### src/rtl/sprite_ram_loader.sv
// Purpose: decode a {run, color} RLE word stream into sprite RAM writes, row-major from address 0.
// Latency: one cycle from an accepted word (or start) to the registered we/addr_w/pixel_out.
// Backpressure: s_ready drops while a run is expanded or outside a load; words are only taken in LOAD.
// Build option: define SPRITE_LOADER_PAD_EN to fill the rest of the frame with KEY_COLOR after an early s_last.
module sprite_ram_loader #(
    parameter int CD        = 12,
    parameter int ADDR      = 11,
    parameter int RUN_W     = 5,
    parameter int KEY_COLOR = 0
) (
    input  logic                clk,
    input  logic                reset_n,
    input  logic                start,
    input  logic                s_valid,
    output logic                s_ready,
    input  logic [RUN_W+CD-1:0] s_data,
    input  logic                s_last,
    output logic                we,
    output logic [ADDR-1:0]     addr_w,
    output logic [CD-1:0]       pixel_out,
    output logic                busy,
    output logic                done,
    output logic                err
);

    localparam logic [ADDR-1:0] LAST_ADDR = '1;
`ifdef SPRITE_LOADER_PAD_EN
    localparam logic [CD-1:0]   KEY_C     = CD'(KEY_COLOR);
`endif

    typedef enum logic [2:0] {
        S_IDLE,
        S_LOAD,
        S_EXPAND,
`ifdef SPRITE_LOADER_PAD_EN
        S_PAD,
`endif
        S_DONE
    } state_t;

    state_t           state, state_d;
    logic [ADDR-1:0]  ptr, ptr_d;
    logic [RUN_W-1:0] rem, rem_d;
    logic [CD-1:0]    color_q, color_d;
    logic             last_q, last_d;
    logic             s_ready_d, we_d, busy_d, done_d, err_d;
    logic [ADDR-1:0]  addr_d;
    logic [CD-1:0]    pix_d;

    logic [RUN_W-1:0] s_run;
    logic [CD-1:0]    s_color;
    assign s_run   = s_data[CD +: RUN_W];
    assign s_color = s_data[CD-1:0];

    // State and every output are registered; reset is synchronous.
    always_ff @(posedge clk) begin
        if (!reset_n) begin
            state     <= S_IDLE;
            ptr       <= '0;
            rem       <= '0;
            color_q   <= '0;
            last_q    <= 1'b0;
            s_ready   <= 1'b0;
            we        <= 1'b0;
            addr_w    <= '0;
            pixel_out <= '0;
            busy      <= 1'b0;
            done      <= 1'b0;
            err       <= 1'b0;
        end else begin
            state     <= state_d;
            ptr       <= ptr_d;
            rem       <= rem_d;
            color_q   <= color_d;
            last_q    <= last_d;
            s_ready   <= s_ready_d;
            we        <= we_d;
            addr_w    <= addr_d;
            pixel_out <= pix_d;
            busy      <= busy_d;
            done      <= done_d;
            err       <= err_d;
        end
    end

    // Next state plus the values the output registers take at the coming edge.
    always_comb begin
        state_d   = state;
        ptr_d     = ptr;
        rem_d     = rem;
        color_d   = color_q;
        last_d    = last_q;
        s_ready_d = 1'b0;
        we_d      = 1'b0;
        addr_d    = addr_w;
        pix_d     = pixel_out;
        busy_d    = (state != S_IDLE);
        done_d    = 1'b0;
        err_d     = err;
        case (state)
            S_IDLE: begin
                // busy is still high during the done cycle, so a start there is dropped
                if (start && !busy) begin
                    state_d   = S_LOAD;
                    ptr_d     = '0;
                    err_d     = 1'b0;
                    busy_d    = 1'b1;
                    s_ready_d = 1'b1;
                end
            end
            S_LOAD: begin
                s_ready_d = 1'b1;
                if (s_valid && s_ready) begin
                    we_d    = 1'b1;
                    addr_d  = ptr;
                    pix_d   = s_color;
                    color_d = s_color;
                    rem_d   = s_run;
                    last_d  = s_last;
                    if (ptr == LAST_ADDR) begin
                        // frame full: a missing s_last or leftover run pixels are errors
                        if (!s_last || (s_run != '0)) err_d = 1'b1;
                        state_d   = S_DONE;
                        s_ready_d = 1'b0;
                    end else begin
                        ptr_d = ptr + 1'b1;
                        if (s_run != '0) begin
                            state_d   = S_EXPAND;
                            s_ready_d = 1'b0;
                        end else if (s_last) begin
                            s_ready_d = 1'b0;
`ifdef SPRITE_LOADER_PAD_EN
                            state_d   = S_PAD;
`else
                            err_d     = 1'b1;
                            state_d   = S_DONE;
`endif
                        end
                    end
                end
            end
            S_EXPAND: begin
                // rem counts the writes still owed by the latched word
                we_d   = 1'b1;
                addr_d = ptr;
                pix_d  = color_q;
                rem_d  = rem - RUN_W'(1);
                if (ptr == LAST_ADDR) begin
                    if (!last_q || (rem != RUN_W'(1))) err_d = 1'b1;
                    state_d = S_DONE;
                end else begin
                    ptr_d = ptr + 1'b1;
                    if (rem == RUN_W'(1)) begin
                        if (last_q) begin
`ifdef SPRITE_LOADER_PAD_EN
                            state_d = S_PAD;
`else
                            err_d   = 1'b1;
                            state_d = S_DONE;
`endif
                        end else begin
                            state_d   = S_LOAD;
                            s_ready_d = 1'b1;
                        end
                    end
                end
            end
`ifdef SPRITE_LOADER_PAD_EN
            S_PAD: begin
                we_d   = 1'b1;
                addr_d = ptr;
                pix_d  = KEY_C;
                if (ptr == LAST_ADDR) state_d = S_DONE;
                else                  ptr_d   = ptr + 1'b1;
            end
`endif
            S_DONE: begin
                done_d  = 1'b1;
                state_d = S_IDLE;
            end
            default: state_d = S_IDLE;
        endcase
    end

endmodule

### config.mk
export PLATFORM = sky130hd
export DESIGN_NAME = sprite_ram_loader
export DESIGN_NICKNAME = d
export VERILOG_FILES = /design/src/rtl/sprite_ram_loader.sv
export SDC_FILE = /design/constraint.sdc
export NUM_CORES = 1
export LEC_CHECK = 0
export CAP_MARGIN = 5
export CORE_MARGIN = 5
export CORE_UTILIZATION = 56
export DETAILED_ROUTE_END_ITERATION = 16
export HOLD_SLACK_MARGIN = 0.08
export PLACE_DENSITY = 0.93
export SLEW_MARGIN = 20
export SYNTH_ARGS = -nofsm -noshare
export SYNTH_HDL_FRONTEND = slang
export SYNTH_SLANG_ARGS = --single-unit
### constraint.sdc
create_clock -name clk -period 3.1 [get_ports clk]
set_input_delay 0.62 -clock clk [delete_from_list [all_inputs] [get_ports clk]]
set_output_delay 0.62 -clock clk [all_outputs]
set_load 0.01 [all_outputs]
* Word-level counts from Yosys, hierarchy flattened
Cells that the tools add are included.
** Storage, ports and cells
- Flip-flop bits (word level) :: 60
- Output and inout port bits :: 28
- Bits of input ports :: 22
- Word-level logic and storage cells :: 90
** Operators by class
- Muxes and demuxes :: 44
- Reductions and logical operators :: 17
- Add/subtract/negate cells :: 2
- Equality and inequality tests :: 15
** Operator list (count)
- 2-to-1 mux 11 bit :: 4
- case mux 11 bit (3 select lines) :: 1
- case mux 12 bit (2 select lines) :: 1
- 2-to-1 mux 1 bit :: 22
- case mux 11 bit (2 select lines) :: 1
- 2-to-1 mux 3 bit :: 7
- inequality test 3 bit, second input constant :: 6
- 2-to-1 mux 12 bit :: 1
- adder 11 x 1 -> 11 bit, second input constant :: 1
- equality test 11 bit, second input constant :: 1
- case mux 5 bit (2 select lines) :: 1
- case mux 3 bit (3 select lines) :: 1
- AND reduction 9 bit :: 1
- equality test 3 x 2 -> 1 bit, second input constant :: 2
- case mux 1 bit (3 select lines) :: 2
- nonzero test 3 bit :: 2
- equality test 5 x 1 -> 1 bit, second input constant :: 1
- 2-to-1 mux 5 bit :: 1
- inequality test 5 x 1 -> 1 bit, second input constant :: 1
- nonzero test 5 bit :: 1
- subtractor 5 x 1 -> 5 bit, second input constant :: 1
- inequality test 2 bit, second input constant :: 2
- inequality test 4 bit, second input constant :: 1
- AND reduction 2 bit :: 2
- 10 further kinds :: 14

* Depth between registers and ports, before layout
Gate-level depths: netlist of the first run.
- Depth in word-level cells :: 6
- Depth in mapped cells :: 8
- Gate-level depth less buffers :: 7

* Worst setup path after synthesis of the first run
OpenSTA, ideal clock, no wires.
- Path type :: reg2reg
- Start point :: register state[1]
- End point :: register ptr[7]
- Arrival time :: 1.824 ns
- Library setup time :: 0.130 ns
- Path buffers :: 0
- Path slack :: 1.146 ns
- Clock period less this slack :: 1.954 ns
- Data required time :: 2.970 ns
- Stages on the path, launching flop included :: 8
- Path through :: dfxtp_1 -> inv_1 -> ha_1 -> a21boi_1 -> a211o_1 -> a2111oi_0 -> xnor2_1 -> nor2_1
** Between the ends
- Cells in the longest elaborated chain, start to end :: 3
** Ends and longest elaborated chain
- start, declared :: line 41 : state_t state, state_d;
- start signal, assigned :: line 71 : state <= state_d;
- equality test 3 x 1 -> 1 bit (tied with other cells) :: line 100 : case (state)
- inequality test 2 bit (no source line) or nonzero test 3 bit (tied branches)
- AND reduction 3 bit (no source line)
- end signal, assigned :: line 72 : ptr <= ptr_d;
- end, declared :: line 42 : logic [ADDR-1:0] ptr, ptr_d;
Parallel ways exist; a longest one is shown, timed or not.
A chain may end at the register's enable or synchronous reset.

* Worst setup path in the final report of the first run
- Start point :: register state[0]
- End point :: register ptr[9]
The elaborated chain is that of the path after synthesis.

==> results.sh, run 1 <==
export IMPL_gp_congestion=0.8213
export IMPL_clk_latency_ps=350
export IMPL_relSlewSlack=0.4974
export IMPL_power_density_mw_per_mm2=703.6
export IMPL_remaining_drc_errors=0
export IMPL_yosysTopAreaCell="dfxtp_1"
export IMPL_post_cts_buffers=0
export IMPL_async_reset_ff_frac=0
export IMPL_wire_per_inst_um=15.19
export IMPL_vias=2541
export IMPL_synthTopCellsByArea="dfxtp_1 (42%), nand2_1 (9.5%), a21boi_0 (6.9%)"
export IMPL_start_kind="flop"
export IMPL_critPathKind="flop to flop"
export IMPL_dp_worst_setup_slack_ps=556.9
export IMPL_skew_ps=13.08
export IMPL_clk_pin_slew_ps=70
export IMPL_drv_cap=0
export IMPL_cts_root_buf="clkbuf_8"
export IMPL_cts_buffers=9
export IMPL_cp_startpoint="state[0]"
export IMPL_worstPathCellList="inv_1 -> ha_1 -> nor2_1 -> a211o_1 -> a2111oi_0 -> xnor2_1 -> nor2_1"
export IMPL_rsz0062_at_grt="false"
export IMPL_dr_pass1_iters=4
export IMPL_rows=25
export IMPL_die_h_um=80.90
export IMPL_cts_resized=0
export IMPL_antenna_found_initial=0
export IMPL_io_pins=50
export IMPL_slowest_stage="ha_1"
export IMPL_tightest_slew_ps=753.8
export IMPL_critPathCaptureType="flop"
export IMPL_timing_critical_path_mode_cell="nor2_1"
export IMPL_cp_max_fo=15
export IMPL_period_needed_ps=2468
export IMPL_synth_fp_nets=357
export IMPL_dieArea_mm2=0.006545
export IMPL_status="finished, final reports clean"
export IMPL_drt_initial_drc_count=221
export IMPL_clk_path_buf_depth=2
export IMPL_p_leak_uw=0.001389
export IMPL_synth_cells=327
export IMPL_numPortBuffers=49
export IMPL_met3_usage=0.05211
export IMPL_drtAntennaViolNets=0
export IMPL_peakVddDrop_mv=0.4992
export IMPL_setup_ws_ps=631.8
export IMPL_vias_per_cell=5.697
export IMPL_drive_above_1_share=0.06332
export IMPL_syn_cell_area_mm2=0.002815
export IMPL_yosysMostFrequentCell="nand2_1"
export IMPL_fp_dieW_um=80.90
export IMPL_timing_hold_violations_final=0
export IMPL_drt_total_wl_um=6775
export IMPL_crit_arrival_ps=2690
export IMPL_grt_remaining_overflow=0
export IMPL_yosys_most_used_dff="dfxtp_1"
export IMPL_grtUsageMet2=0.3662
export IMPL_gr_usage_met1=0.2829
export IMPL_nets=405
export IMPL_design_core_area_mm2=0.004817
export IMPL_p_total_uw=2503
export IMPL_clock_sinks=59
export IMPL_htreeDepth=3
export IMPL_finalMaxSlewViolations=0
export IMPL_floorplan_initialDensity=0.5844
export IMPL_synth_edf_count=0
export IMPL_cts_tree="built"
export IMPL_reg2reg_from="state[0]"
export IMPL_synth_cell_type_count=44
export IMPL_worstPathRequired_ps=3320
export IMPL_r2r_end="ptr[9]"
export IMPL_ys_seq_elements=59
export IMPL_holdCritPathClass="flop to flop"
export IMPL_fmax_mhz=405.2
export IMPL_grt_pass1_vias=2488
export IMPL_grt_max_degree=30
export IMPL_r2r_slack_ps=630
export IMPL_grt_first_pass_wirelength_um=11680
export IMPL_grt_total_usage=0.2303
export IMPL_endpoint="ptr[9]"
export IMPL_postCtsHoldBufs=0
export IMPL_setup_viol_count_final=0
export IMPL_finalSetupTns_ps=0
export IMPL_cpPeakStageDelay_ps=580
export IMPL_reg2reg_depth=7
export IMPL_hpwl_um=4590
export IMPL_synth_top_area_frac=0.4196
export IMPL_area_delta_synth_final_pct=26.36
export IMPL_ys_warn_count=0
export IMPL_busiest_layer="met2"
export IMPL_n_antenna_cell=0
export IMPL_ys_seq_area_frac=0.4196
export IMPL_syn_area_per_cell_um2=8.609
export IMPL_fin_crit_sh=0.7962
export IMPL_synthTopCellsByCount="nand2_1 (71), dfxtp_1 (59), a21boi_0 (26)"
-- final cells by class --
class | instances | area (um2)
sequential | 59 | 1181
tap | 67 | 83.83
inverter | 10 | 37.54
fill | 343 | 1260
multi-input combinational | 239 | 1520
clock inverter | 2 | 10.01
clock buffer | 13 | 168.9
timing repair buffer | 56 | 555.5
-- per-stage QoR --
stage	util	cell area (um2)	hold slack (ps)	instances
floorplan	-	2815	443.1	327
global placement	0.7013	3378	448.6	431
detailed placement	0.7013	3378	456.7	431
CTS	0.7384	3557	465.5	446
global route	0.7384	3557	496.5	446
finish	0.7384	3557	458.8	446
-- registers in the layout, indices dropped and copies added, names as in the netlist --
signal and flops:
addr_w 11, busy 1, pixel_out 12, done 1
state 2, ptr 11, s_ready 1, we 1
color_q 12, err 1, rem 5, last_q 1
-- layout by cell type (no fill, tap or decap), types with 7 or more instances in the layout --
cell type / instances
nand2_1: 71
dfxtp_1: 59
clkdlybuf4s50_1: 49
a21boi_0: 26
o211a_1: 14
nor2_1: 14
mux2i_1: 13
nand3_1: 12
clkbuf_8: 12
o21ai_0: 11
inv_1: 10
ha_1: 8
a21oi_1: 7
xnor2_1: 7
-- worst min-delay path by stage --
stage / depth (start not counted) / end / slack (ps) / start
after floorplan: 2 / color_q[0] / 440 / color_q[0]
after global placement: 2 / addr_w[8] / 450 / addr_w[8]
after detailed placement: 2 / addr_w[8] / 460 / addr_w[8]
after CTS: 2 / addr_w[8] / 470 / addr_w[8]
after global routing: 2 / color_q[6] / 500 / color_q[6]
final: 2 / addr_w[8] / 460 / addr_w[8]
-- kinds of logic after synthesis --
kind of cell / Yosys count / synth area share
AO/OA/AOI/OAI: 85 / 0.2271
XOR/XNOR: 7 / 0.02178
adder cells (fa/ha/maj): 8 / 0.03556
buffers and inverters: 29 / 0.04178
flip-flops: 59 / 0.4196
multiplexers: 13 / 0.04622
AND/OR/NAND/NOR: 126 / 0.2080
-- where the power goes --
part | total, uW | switching (uW) | internal (uW)
combinational | 892 | 488 | 404
sequential | 966 | 90.5 | 876
clock | 645 | 296 | 349
total | 2500 | 875 | 1630
-- worst max-delay path: cells and delay by family (launching register included) --
kind            cells  cell delay [ps]
fa+ha+maj           1              580
flops               1              420
buf+inv             1              120
xor+xnor            1              180
simple gates        2              180
compound gates      2              850
-- per-layer routing --
metal	up-vias	wire, um
met3	17	437
met2	83	3237
met1	1203	2910
met4	0	189
met5	-	0
li1	1238	-
(Power assumes the default switching activity.)
==> run 2, diff against run 1 <==
CORE_UTILIZATION = 52   (was 56)
PLACE_DENSITY = 0.88   (was 0.93)
clock period = 2.53 ns   (was 3.1 ns; I/O delays follow)
==> run 2 against run 1 <==
Critical path depth is the same. Critical endpoint is now ptr[5]. Die area grew 6.7%. Clock skew shrank 6.1 ps. Final cell count grew 1.6%. Setup slack lost 400 ps. Register-to-register slack lost 400 ps. Flip-flop and latch count is the same. Global-route usage shrank 3.4 points. Largest power group unchanged. Combinational power grew 26%. Count of clock-buffer cells in the layout shrank 1. Clock power grew 40%.
==> results.sh, run 2 (synthesis gave the netlist of run 1 again) <==
export IMPL_gp_congestion=0.8279
export IMPL_dieArea_mm2=0.006986
export IMPL_grt_total_usage=0.1964
export IMPL_hpwl_um=4406
export IMPL_grt_first_pass_wirelength_um=11330
export IMPL_setup_viol_count_final=0
export IMPL_power_density_mw_per_mm2=882.1
export IMPL_r2r_end="ptr[5]"
export IMPL_grt_pass1_vias=2434
export IMPL_reg2reg_from="state[1]"
export IMPL_r2r_slack_ps=230
export IMPL_fp_dieW_um=83.58
export IMPL_status="finished, final reports clean"
export IMPL_cts_root_buf="clkbuf_8"
export IMPL_htreeDepth=3
export IMPL_io_pins=50
export IMPL_fmax_mhz=435.7
export IMPL_grt_remaining_overflow=0
export IMPL_clk_path_buf_depth=2
export IMPL_die_h_um=83.58
export IMPL_crit_arrival_ps=2500
export IMPL_hold_depth=2
export IMPL_clk_latency_ps=340
export IMPL_post_cts_buffers=0
export IMPL_clock_sinks=59
export IMPL_multi_input_area_mm2=0.001520
export IMPL_tightest_slew_ps=817.5
export IMPL_numPortBuffers=49
export IMPL_critPathKind="flop to flop"
export IMPL_timing_hold_violations_final=0
export IMPL_layout_common_cells="nand2_1 (71), dfxtp_1 (59), clkdlybuf4s50_1 (49), a21boi_0 (26)"
export IMPL_drtAntennaViolNets=0
export IMPL_drt_initial_drc_count=140
export IMPL_largestRegisters="color_q: 12 flops, pixel_out: 12 flops"
export IMPL_n_antenna_cell=0
export IMPL_floorplan_initialDensity=0.5443
export IMPL_cts_tree="built"
export IMPL_cts_resized=0
export IMPL_worstPathRequired_ps=2740
export IMPL_utilization=0.7017
export IMPL_drt_total_wl_um=6567
export IMPL_dr_pass1_iters=4
export IMPL_num_fill_cells=402
export IMPL_vias_per_cell=5.570
export IMPL_period_needed_ps=2295
export IMPL_holdCritPathClass="flop to flop"
export IMPL_fin_crit_sh=0.9072
export IMPL_postCtsHoldBufs=0
export IMPL_holdPathEnd="addr_w[10]"
export IMPL_cp_max_fo=7
export IMPL_drive_above_1_share=0.07572
export IMPL_p_leak_uw=0.001421
export IMPL_finalMaxSlewViolations=0
export IMPL_finalSetupTns_ps=0
export IMPL_antenna_found_initial=0
export IMPL_area_delta_synth_final_pct=28.93
export IMPL_clk_pin_slew_ps=70
export IMPL_design_core_area_mm2=0.005172
export IMPL_vias=2523
export IMPL_start_kind="flop"
export IMPL_rows=26
export IMPL_nets=408
export IMPL_skew_ps=6.991
export IMPL_relSlewSlack=0.4549
export IMPL_peakVddDrop_mv=0.6932
export IMPL_rsz0062_at_grt="false"
export IMPL_critPathCaptureType="flop"
export IMPL_drv_cap=0
export IMPL_mostFrequentLayoutCell="nand2_1"
export IMPL_seq_area_mm2=0.001181
export IMPL_reg2reg_depth=7
export IMPL_hold_start="addr_w[10]"
export IMPL_grt_max_degree=58
export IMPL_cts_buffers=9
export IMPL_wire_per_inst_um=14.50
export IMPL_remaining_drc_errors=0
[run 2: final cells by class]
class / count / share of cell area
Clock inverter: 4 / 0.01310
Tap cell: 70 / 0.02413
Sequential cell: 59 / 0.3254
Multi-Input combinational cell: 239 / 0.4188
Clock buffer: 12 / 0.04550
Timing Repair Buffer: 59 / 0.1627
Inverter: 10 / 0.01034
[run 2: how the worst max path moves through the flow]
stage,from,to,slack [ps],cells after the start
global route,state[1],ptr[5],150,7
global placement,s_valid,ptr[7],220,6
floorplan,state[1],ptr[7],580,7
detailed placement,s_valid,ptr[7],170,6
CTS,state[1],ptr[5],250,7
finish,state[1],ptr[5],230,7
[run 2: power breakdown]
group	switching (uW)	internal [uW]	total, uW	leakage (uW)
Sequential	109	1070	1180	0.000478
Clock	373	532	905	0.000108
Combinational	594	521	1120	0.000834
Total	1080	2130	3200	0.00142
[run 2: per-layer routing]
| metal | global-route usage | wire length [um] |
|---|---|---|
| met2 | 0.3196 | 3177 |
| met5 | 0 | 0 |
| met3 | 0.05133 | 323 |
| met4 | 0.07749 | 110 |
| met1 | 0.2474 | 2955 |
[run 2: worst max-delay path, stage by stage (launching register included)]
cell and delay, ps:
dfxtp_1 390, inv_1 100, ha_1 270, a21boi_1 190, a211o_1 390, a2111oi_1 570, xnor2_1 190, nor2_1 60
[run 2: stage by stage]
step | cells | area [um2] | total power [uW] | worst slack, ps | hold slack [ps]
floorplan | 327 | 2815 | 1854 | 575.6 | 443.1
global placement | 437 | 3417 | 2262 | 222.8 | 446.4
detailed placement | 437 | 3417 | 2296 | 169.0 | 458.2
CTS | 453 | 3630 | 3206 | 254.3 | 465.7
global route | 453 | 3630 | 3380 | 145.5 | 490.6
finish | 453 | 3630 | 3202 | 234.7 | 460.2
